$ cat src/rtl/sysctrl_tx_serializer.sv
// -----------------------------------------------------------------------------
// sysctrl_tx_serializer
// Captures one system-controller response word and hands it to the UART TX one
// byte at a time, LSB byte first, using a valid/busy handshake per byte. A
// one-cycle tx_done pulse follows the completion of the final byte.
//
// Optional feature macro: SYSCTRL_TXSER_CHECKSUM_EN
//   When defined, an extra byte holding the XOR of all payload bytes is sent
//   after the payload (a zero-length word sends a single 0x00 checksum byte).
//
// Ports:
//   clk            system clock, rising edge
//   RST            asynchronous active-low reset
//   in_valid       response word offered
//   in_ready       serializer idle and able to accept a word
//   in_data        2*DATA_WIDTH payload, byte 0 = in_data[7:0]
//   in_nbytes      payload byte count, clamped to DATA_WIDTH/4 at capture
//   tx_p_data      byte presented to the UART TX (holds between bytes)
//   tx_data_valid  tx_p_data valid, held until UART busy is sampled
//   tx_busy        UART TX busy
//   tx_done        one-cycle pulse after the last byte completes
//   byte_idx       index of the byte currently in flight
// -----------------------------------------------------------------------------
module sysctrl_tx_serializer #(
  parameter  int unsigned DATA_WIDTH = 32,
  localparam int unsigned NB_W       = $clog2(DATA_WIDTH / 4) + 1
) (
  input  logic                    clk,
  input  logic                    RST,
  input  logic                    in_valid,
  output logic                    in_ready,
  input  logic [2*DATA_WIDTH-1:0] in_data,
  input  logic [NB_W-1:0]         in_nbytes,
  output logic [7:0]              tx_p_data,
  output logic                    tx_data_valid,
  input  logic                    tx_busy,
  output logic                    tx_done,
  output logic [NB_W-1:0]         byte_idx
);

  localparam int unsigned PW     = 2 * DATA_WIDTH;
  localparam int unsigned MAX_NB = DATA_WIDTH / 4;

  typedef enum logic [1:0] {
    IDLE      = 2'd0,
    PRESENT   = 2'd1,
    WAIT_DONE = 2'd2,
    DONE      = 2'd3
  } state_e;

  state_e          state_q, state_d;
  logic [PW-1:0]   shift_q, shift_d;
  logic [NB_W-1:0] count_q, count_d;
  logic [NB_W-1:0] idx_q, idx_d;
  logic [NB_W-1:0] nb_clamped;
  logic [NB_W-1:0] idx_inc;

  logic            in_ready_q, in_ready_d;
  logic            valid_q, valid_d;
  logic            done_q, done_d;
  logic [7:0]      pdata_q, pdata_d;

`ifdef SYSCTRL_TXSER_CHECKSUM_EN
  logic [7:0]      csum_q, csum_d;
  logic [7:0]      csum_next;
  logic            chk_q, chk_d;
`endif

  // Requested byte count limited to the widest (ALU) response
  assign nb_clamped = (in_nbytes > NB_W'(MAX_NB)) ? NB_W'(MAX_NB) : in_nbytes;
  assign idx_inc    = idx_q + NB_W'(1);

  // State register
  always_ff @(posedge clk or negedge RST) begin
    if (!RST) begin
      state_q <= IDLE;
    end else begin
      state_q <= state_d;
    end
  end

  // Next-state and datapath update
  always_comb begin
    state_d = state_q;
    shift_d = shift_q;
    count_d = count_q;
    idx_d   = idx_q;
`ifdef SYSCTRL_TXSER_CHECKSUM_EN
    csum_d    = csum_q;
    chk_d     = chk_q;
    csum_next = csum_q ^ shift_q[7:0];
`endif
    unique case (state_q)
      IDLE: begin
        if (in_valid) begin
          shift_d = in_data;
          count_d = nb_clamped;
          idx_d   = '0;
`ifdef SYSCTRL_TXSER_CHECKSUM_EN
          csum_d  = '0;
          chk_d   = 1'b0;
          state_d = PRESENT;
          // Empty word: only the (zero) checksum byte goes out
          if (nb_clamped == '0) begin
            shift_d = '0;
            chk_d   = 1'b1;
          end
`else
          state_d = (nb_clamped == '0) ? DONE : PRESENT;
`endif
        end
      end
      PRESENT: begin
        // Busy already high on entry also counts as the byte being taken
        if (tx_busy) begin
          state_d = WAIT_DONE;
        end
      end
      WAIT_DONE: begin
        if (!tx_busy) begin
`ifdef SYSCTRL_TXSER_CHECKSUM_EN
          if (chk_q) begin
            state_d = DONE;
          end else begin
            csum_d  = csum_next;
            shift_d = shift_q >> 8;
            idx_d   = idx_inc;
            state_d = PRESENT;
            // Payload exhausted: the checksum byte rides at index count
            if (idx_inc == count_q) begin
              shift_d = PW'(csum_next);
              chk_d   = 1'b1;
            end
          end
`else
          shift_d = shift_q >> 8;
          idx_d   = idx_inc;
          state_d = (idx_inc == count_q) ? DONE : PRESENT;
`endif
        end
      end
      DONE: begin
        idx_d   = '0;
        state_d = IDLE;
      end
      default: state_d = IDLE;
    endcase
  end

  // Registered outputs follow the state being entered
  always_comb begin
    in_ready_d = (state_d == IDLE);
    valid_d    = (state_d == PRESENT);
    done_d     = (state_d == DONE);
    pdata_d    = (state_d == PRESENT) ? shift_d[7:0] : pdata_q;
  end

  // Datapath and output registers
  always_ff @(posedge clk or negedge RST) begin
    if (!RST) begin
      shift_q    <= '0;
      count_q    <= '0;
      idx_q      <= '0;
      in_ready_q <= 1'b1;
      valid_q    <= 1'b0;
      done_q     <= 1'b0;
      pdata_q    <= '0;
`ifdef SYSCTRL_TXSER_CHECKSUM_EN
      csum_q     <= '0;
      chk_q      <= 1'b0;
`endif
    end else begin
      shift_q    <= shift_d;
      count_q    <= count_d;
      idx_q      <= idx_d;
      in_ready_q <= in_ready_d;
      valid_q    <= valid_d;
      done_q     <= done_d;
      pdata_q    <= pdata_d;
`ifdef SYSCTRL_TXSER_CHECKSUM_EN
      csum_q     <= csum_d;
      chk_q      <= chk_d;
`endif
    end
  end

  assign in_ready      = in_ready_q;
  assign tx_data_valid = valid_q;
  assign tx_done       = done_q;
  assign tx_p_data     = pdata_q;
  assign byte_idx      = idx_q;

endmodule
$ cat config.mk
export PLATFORM = sky130hd
export DESIGN_NAME = sysctrl_tx_serializer
export DESIGN_NICKNAME = d
export VERILOG_FILES = /design/src/rtl/sysctrl_tx_serializer.sv
export SDC_FILE = /design/constraint.sdc
export NUM_CORES = 1
export LEC_CHECK = 0
export BUFFER_PORTS_ARGS = -buffer_cell sky130_fd_sc_hd__buf_4
export CORE_MARGIN = 1
export CORE_UTILIZATION = 55
export CTS_CLUSTER_DIAMETER = 120
export DETAILED_ROUTE_END_ITERATION = 6
export PLACE_DENSITY = 0.84
export SLEW_MARGIN = 0
export SYNTH_ARGS = -nofsm -noshare
export SYNTH_HDL_FRONTEND = slang
export SYNTH_SLANG_ARGS = --single-unit
$ cat constraint.sdc
create_clock -name clk -period 6.01 [get_ports clk]
set_clock_uncertainty 0.05 [all_clocks]
set_input_delay 1.202 -clock clk [delete_from_list [all_inputs] [get_ports clk]]
set_output_delay 1.202 -clock clk [all_outputs]
set_load 0.05 [all_outputs]
==> impl_results.md, run 1 <==
* Proportion of register bits with asynchronous set or reset after synthesis at 100.0%
* Time the final worst path needs with I/O delays and setup at 3.274 ns
* Clk Latency, worst-skew pair at 0.35 ns
* Clock-pin slew on the worst setup and hold paths at 0.09 ns
* Critical path class: flip-flop to flip-flop
* Number of placed I/O pins at 87
* CTS root buf: clkbuf_8
* Hpwl dp at 5791 um
* Highest net fanout along the worst path at 66
* Worst hold margin at 0.4241 ns
* Highest ir drop seen on vdd at 0.2654 mV
* Std-Cell Core Area at 6869 um2
* Synthesized area per cell at 9.934 um2
* Total iterations of the first detailed-routing run at 5
* Synth Area in XOR/XNOR at 1.808%
* Total negative slack at 0 ns
* Slew at the pin with the worst max-slew slack at 1.208 ns
* Element type at the critical path start: flip-flop
* Drt drc at 0
* Total power per unit cell area at 598.1 nW/um2
* Vias per inst at 5.945
* Floorplan die width at 86.68 um
* NumNets Final at 541
* FF+latch count, synth at 85
* Port bufs at 86
* Clock sink total at 85
* Combined area of all synthesized cells at 3944 um2
* Critical path capture point type: flip-flop
* Overall die area at 7513 um2
* Most frequent cell after synthesis: nor2_1
* RSZ-0062 raised after global routing: no
* Post-route antenna net violation count at 0
* Total Routed Length at 8907 um
* Leading cell types by count after synthesis: 96 x nor2_1, 84 x dfrtp_1, 48 x a221oi_1
* Initial core utilization at 57.41%
* Post-CTS Setup Inserts at 0
* Combinational family with the most area after synthesis: compound AO/OA/AOI/OAI gates
* Slowest stage cell, crit path: and2_2
* Number of different library cells in the post-synthesis netlist at 43
* R2R Path Start: state_q[1]
* Largest area contributor in the synthesized netlist: dfrtp_1
* Share of synthesized cell area in and, or, nand and nor gates at 16.12%
* Standby leakage power at 2.261 nW
* Maximum clock frequency at 305.4 MHz
* Multiplexer share of the synthesized area at 0.2538%
* Origin of the worst setup path: state_q[1]
* Register-to-register setup slack at 2.74 ns
* Number of synthesized flops with an enable pin at 0
* Kind of cell with the highest combined delay on the critical path: simple AND/OR/NAND/NOR gates
* Overall overflow remaining after global route at 0
* First-pass GRT wire length at 14720 um
* CTS tree: done
* Run status: complete, no violations
* Mapped Cells at 397
* Max Root-Sink Buffers at 2
* Synthesized-area fraction occupied by ao, oa, aoi and oai cells at 21.70%
* H-tree levels at 3
* Critical register-to-register path endpoint: tx_p_data[3]
* Total cell area at the placement stage at 4596 um2
* Via count at 3365
* Count of hold buffers inserted by post-cts repair at 0
* CTS Buf Count at 9
* Worst setup endpoint: tx_p_data[3]
* Final standard cell area without fillers at 4778 um2
* Area share of fa/ha/maj cells after synthesis at 1.269%
* Sequential-to-total area share from yosys stat at 53.97%
* Final cell count without fillers at 566
* Worst Path Arrival at 3.43 ns
* Post-synthesis net count at 473
* Buf+Inv Stages, Crit Path at 1
* First DRT Iteration DRCs at 274
* Fraction of final layout cells with drive strength greater than 1 at 23.83%
* Main area contributors after synthesis: dfrtp_1 53%, a221oi_1 11%, nor2_1 9.1%, nand2_1 2.8%, a22o_1 2.0%
* Logic depth of the worst register-to-register path at 6
* Post-cts repair resize count at 0
* Chip Height at 86.68 um
* Initial antenna violation count at 0
* Number of inserted diodes at 0
* Pins Over Slew Limit at 0
* # rows at 30
* Count of yosys warnings during synthesis at 0
* Routed len/inst at 15.74 um
* Routability congestion estimate at 0.8508
* Final count of negative-setup-slack endpoints at 0
* Vias in the first global route at 3165
* Max-cap violation count at 0
* Number of cells on the critical path at 6
* Number of failing hold endpoints at the final stage at 0
* Most used flip-flop cell after synthesis: dfrtp_1
* Placed Cells incl. Taps at 550
* Relative area change from synthesis to final layout at 21.16%
* Total routing usage reported by global routing at 25.72%
* Worst hold path class: flip-flop to flip-flop
* Maximum number of pins on one net before global-route repair at 86
* Crit path required time at 6.16 ns
* Critical path cell sequence: inv_1, ha_1, and2_2, a2bb2o_1, a2111o_1, a22oi_1
* Final worst path period share at 54.48%
* Portion of synthesized cell area occupied by the leading cell type at 53.30%
* Relative slew slack at 19.46%
* Slowest stage delay, CP at 1.06 ns
==> through the flow <==
stage	power [mW]	worst slack (ns)	utilization (%)
6_report	2.858	2.736	69.56
5_1_grt	3.096	2.576	69.56
4_1_cts	2.858	2.768	69.56
3_5_place_dp	2.484	2.630	66.90
3_3_place_gp	2.418	2.718	66.90
2_1_floorplan	2.157	3.549	-
==> worst register-to-register path, stage by stage (launching register included) <==
cell and delay, ns:
dfrtp_1 0.43, inv_1 0.12, ha_1 0.52, and2_2 1.06, a2bb2o_1 0.48, a2111o_1 0.31
a22oi_1 0.16
==> sequential cells by signal, summed over array words and instances (netlist names) <==
register and cells:
in_ready 1, count_q 4, byte_idx 4, tx_data_valid 1, shift_q 64, state_q 2
tx_p_data 8, tx_done 1
==> worst min path at each step <==
stage	start	slack (ns)	cells after the start	endpoint
floorplan	shift_q[0]	0.39	2	shift_q[0]
global placement	shift_q[63]	0.40	2	shift_q[63]
detailed placement	shift_q[6]	0.41	2	shift_q[6]
CTS	shift_q[60]	0.43	2	shift_q[60]
global route	shift_q[60]	0.45	2	shift_q[60]
finish	shift_q[60]	0.42	2	shift_q[60]
==> placed cells by master (no fill, tap or decap), types with 2 or more instances in the layout <==
cell	instances
a2111oi_0	8
a21oi_1	9
a221oi_1	48
a22o_1	9
a22oi_1	8
a31oi_1	8
and3_1	2
buf_4	88
clkbuf_8	10
clkinvlp_4	3
dfrtp_1	84
ha_1	4
inv_1	13
inv_6	2
nand2_1	29
nand2b_1	5
nand3_1	9
nor2_1	96
o21ai_0	6
xnor2_1	2
xnor3_1	2
==> area by class of cell <==
type / instances / area [um2]
clock inverters: 6 / 45.04
fillers: 552 / 2091
inverters: 13 / 48.80
multi-input cells: 268 / 1638
flip-flops and latches: 85 / 2128
clock buffers: 10 / 137.6
well taps: 96 / 120.1
repair buffers: 88 / 660.6
==> report_power, final <==
group          switching (mW)  internal (mW)
combinational           0.923          0.531
clock                   0.209          0.163
sequential              0.158          0.873
total                    1.29           1.57
==> layer usage <==
| metal | up-vias | wire (um) | track usage (%) |
|---|---|---|---|
| li1 | 1581 | - | - |
| met1 | 1641 | 3710 | 33.53 |
| met2 | 121 | 4442 | 42.06 |
| met3 | 22 | 537 | 4.952 |
| met4 | 0 | 216 | 11.52 |
| met5 | - | 0 | 0 |
==> cells by family after synthesis <==
family / count (synthesis)
XOR/XNOR: 5
multiplexers: 1
adder cells (fa/ha/maj): 4
flip-flops: 85
AO/OA/AOI/OAI: 106
buffers and inverters: 44
AND/OR/NAND/NOR: 152
Power figures use the tool's default switching activity.
==> run 2, diff against run 1 <==
--- a/config.mk
+++ b/config.mk
@@ -7,10 +7,10 @@
 export LEC_CHECK = 0
 export BUFFER_PORTS_ARGS = -buffer_cell sky130_fd_sc_hd__buf_4
 export CORE_MARGIN = 1
-export CORE_UTILIZATION = 55
+export CORE_UTILIZATION = 54
 export CTS_CLUSTER_DIAMETER = 120
 export DETAILED_ROUTE_END_ITERATION = 6
-export PLACE_DENSITY = 0.84
+export PLACE_DENSITY = 0.82
 export SLEW_MARGIN = 0
 export SYNTH_ARGS = -nofsm -noshare
 export SYNTH_HDL_FRONTEND = slang
==> constraint.sdc (replaced) <==
create_clock -name clk -period 3.1 [get_ports clk]
set_clock_uncertainty 0.05 [all_clocks]
set_input_delay 0.62 -clock clk [delete_from_list [all_inputs] [get_ports clk]]
set_output_delay 0.62 -clock clk [all_outputs]
set_load 0.05 [all_outputs]
==> impl_results.md, run 2 (synthesized netlist as in run 1, its figures left out) <==
* Floorplan die width at 87.46 um (+0.90%)
* Std-Cell Core Area at 6907 um2 (+0.55%)
* Pins Over Slew Limit at 0 (unchanged)
* Flip-flop count of the largest register after layout at 64 (unchanged)
* Maximum number of pins on one net before global-route repair at 86 (unchanged)
* Met2 WL at 4948 um (+11%)
* Clk Latency, worst-skew pair at 0.35 ns (about the same)
* Switching power share of the total at 44.68% (-0.48 points)
* Hpwl dp at 6389 um (+10%)
* Post-cts repair resize count at 0 (unchanged)
* Drt drc at 0 (unchanged)
* # rows at 30 (unchanged)
* Clk network pwr share at 14.2% (+1.2 points)
* Vias in the first global route at 3315 (+4.7%)
* Routed len/inst at 16.90 um (+7.4%)
* Critical path capture point type: flip-flop
* H-tree levels at 3 (unchanged)
* CTS tree: done
* Overall die area at 7649 um2 (+1.8%)
* Final worst path period share at 87.29% (+33 points)
* Final worst slack at 0.3941 ns (-2.342 ns)
* Switching power of the nets at 2.573 mW (+99%)
* Clock-pin slew on the worst setup and hold paths at 0.09 ns (about the same)
* Relative area change from synthesis to final layout at 23.32%
* Highest signal layer in the routed design: met4
* Post-route antenna net violation count at 0 (unchanged)
* Clock sink total at 85 (unchanged)
* Slowest stage cell, crit path: a2111oi_0
* Post-place setup slack at 0.4663 ns (-2.164 ns)
* Maximum clock frequency at 369.6 MHz (+21%)
* Max Root-Sink Buffers at 2 (unchanged)
* Element type at the critical path start: flip-flop
* Slowest stage delay, CP at 0.63 ns (-0.43 ns)
* Final count of negative-setup-slack endpoints at 0 (unchanged)
* Worst Path Arrival at 2.86 ns (-0.57 ns)
* Top library cells by usage in the layout, fill and taps aside: 96 x nor2_1, 88 x buf_4, 84 x dfrtp_1, 48 x a221oi_1, 29 x nand2_1
* Relative slew slack at 51.84% (+32 points)
* CTS Buf Count at 9 (unchanged)
* Critical register-to-register path endpoint: tx_p_data[5]
* Register-to-register setup slack at 0.39 ns (-2.34 ns)
* Total routing usage reported by global routing at 26.68% (+0.96 points)
* Total negative slack at 0 ns (unchanged)
* Critical path class: flip-flop to flip-flop
* Largest register by flop count: shift_q
* Fraction of final layout cells with drive strength greater than 1 at 24.31% (+0.48 points)
* Worst hold margin at 0.2296 ns (-0.1945 ns)
* Number of placed I/O pins at 87 (unchanged)
* Routed length on met1 at 3887 um (+4.8%)
* Number of failing hold endpoints at the final stage at 0 (unchanged)
* Initial antenna violation count at 0 (unchanged)
* Vias per inst at 5.979 (+0.57%)
* Routability congestion estimate at 0.8713 (+2.4%)
* Sum of met3 wire segment lengths after detailed routing at 585 um (+8.9%)
* Number of inserted diodes at 0 (unchanged)
* RSZ-0062 raised after global routing: no
* Highest net fanout along the worst path at 23 (-65%)
* Overall overflow remaining after global route at 0 (unchanged)
* Port bufs at 86 (unchanged)
* CTS root buf: clkbuf_8
* Time the final worst path needs with I/O delays and setup at 2.706 ns (-0.5683 ns)
* Buf+Inv Stages, Crit Path at 1 (unchanged)
* Count of hold buffers inserted by post-cts repair at 0 (unchanged)
* NumNets Final at 544 (+0.55%)
* Kind of cell with the highest combined delay on the critical path: compound AO/OA/AOI/OAI gates
* R2R Path Start: state_q[1]
* Post-CTS Setup Inserts at 0 (unchanged)
* Number of fill cells in the layout at 546 (-1.1%)
* First DRT Iteration DRCs at 144 (-47%)
* Internal portion of total power at 3.186 mW (+100%)
* First-pass GRT wire length at 15700 um (+6.7%)
* Comb power frac at 50.7% (-0.2 points)
* Post-Route Utilization at 70.42% (+0.85 points)
* Via count at 3402 (+1.1%)
* Total Routed Length at 9616 um (+8.0%)
* Highest ir drop seen on vdd at 0.4801 mV (+81%)
* Standby leakage power at 2.300 nW (+1.7%)
* Crit path required time at 3.25 ns (-2.91 ns)
* Max-cap violation count at 0 (unchanged)
* Chip Height at 87.46 um (+0.90%)
* Worst hold path class: input pin to async pin
* Logic depth of the worst register-to-register path at 6 (unchanged)
* Sequential Power Share at 35.0% (-1.1 points)
* Total iterations of the first detailed-routing run at 5 (unchanged)
* Critical path cell sequence: inv_1, ha_1, or2_2, nand3_2, a2111oi_0, a22oi_1
* Initial core utilization at 57.10% (-0.31 points)
* Commonest non-fill, non-tap cell in the layout: nor2_1
* Run status: complete, no violations
* Total power per unit cell area at 1184 nW/um2 (+98%)
* Slew at the pin with the worst max-slew slack at 0.7023 ns (-0.5058 ns)
==> run 2: cell count changes in the layout (fill, tap and decap cells not counted), sizes merged <==
cell / delta
buf: +3
clkinv: -1
bufinv: +1
==> run 2: how the worst max path moves through the flow <==
stage | startpoint | endpoint | slack (ns) | depth (start not counted)
floorplan | byte_idx[0] | tx_p_data[0] | 0.82 | 5
global placement | state_q[1] | shift_q[16] | 0.57 | 7
detailed placement | state_q[1] | tx_p_data[5] | 0.47 | 6
CTS | state_q[1] | tx_p_data[5] | 0.46 | 6
global route | state_q[1] | tx_p_data[5] | 0.23 | 6
finish | state_q[1] | tx_p_data[5] | 0.39 | 6
==> run 2: metrics by stage <==
step	instance area [um2]	total power, mW	cells
2_1_floorplan	3944	4.183	397
6_report	4863	5.759	569
4_1_cts	4863	5.752	569
5_1_grt	4863	6.207	569
3_5_place_dp	4656	4.932	553
3_3_place_gp	4656	4.792	553
==> run 2: cell type report <==
| class | count | area (um2) | area share, % |
|---|---|---|---|
| clock inverters | 6 | 70.07 | 1.441 |
| flip-flops and latches | 85 | 2128 | 43.76 |
| inverters | 13 | 48.80 | 1.003 |
| multi-input cells | 268 | 1638 | 33.68 |
| repair buffers | 91 | 720.7 | 14.82 |
| clock buffers | 10 | 137.6 | 2.830 |
| well taps | 96 | 120.1 | 2.470 |
==> run 2: per-layer routing <==
metal	vias up	GRT usage, %
met3	19	5.118
met1	1669	34.84
li1	1583	-
met2	131	43.54
met5	-	0
met4	0	11.48
==> run 2: power by group through the flow <==
stage	Clock (mW)	Combinational (mW)	Sequential [mW]
5_1_grt	0.877	3.26	2.08
6_report	0.819	2.92	2.02
3_3_place_gp	0	2.78	2.01
3_5_place_dp	0	2.89	2.04
2_1_floorplan	0	1.96	2.22
4_1_cts	0.829	2.91	2.01
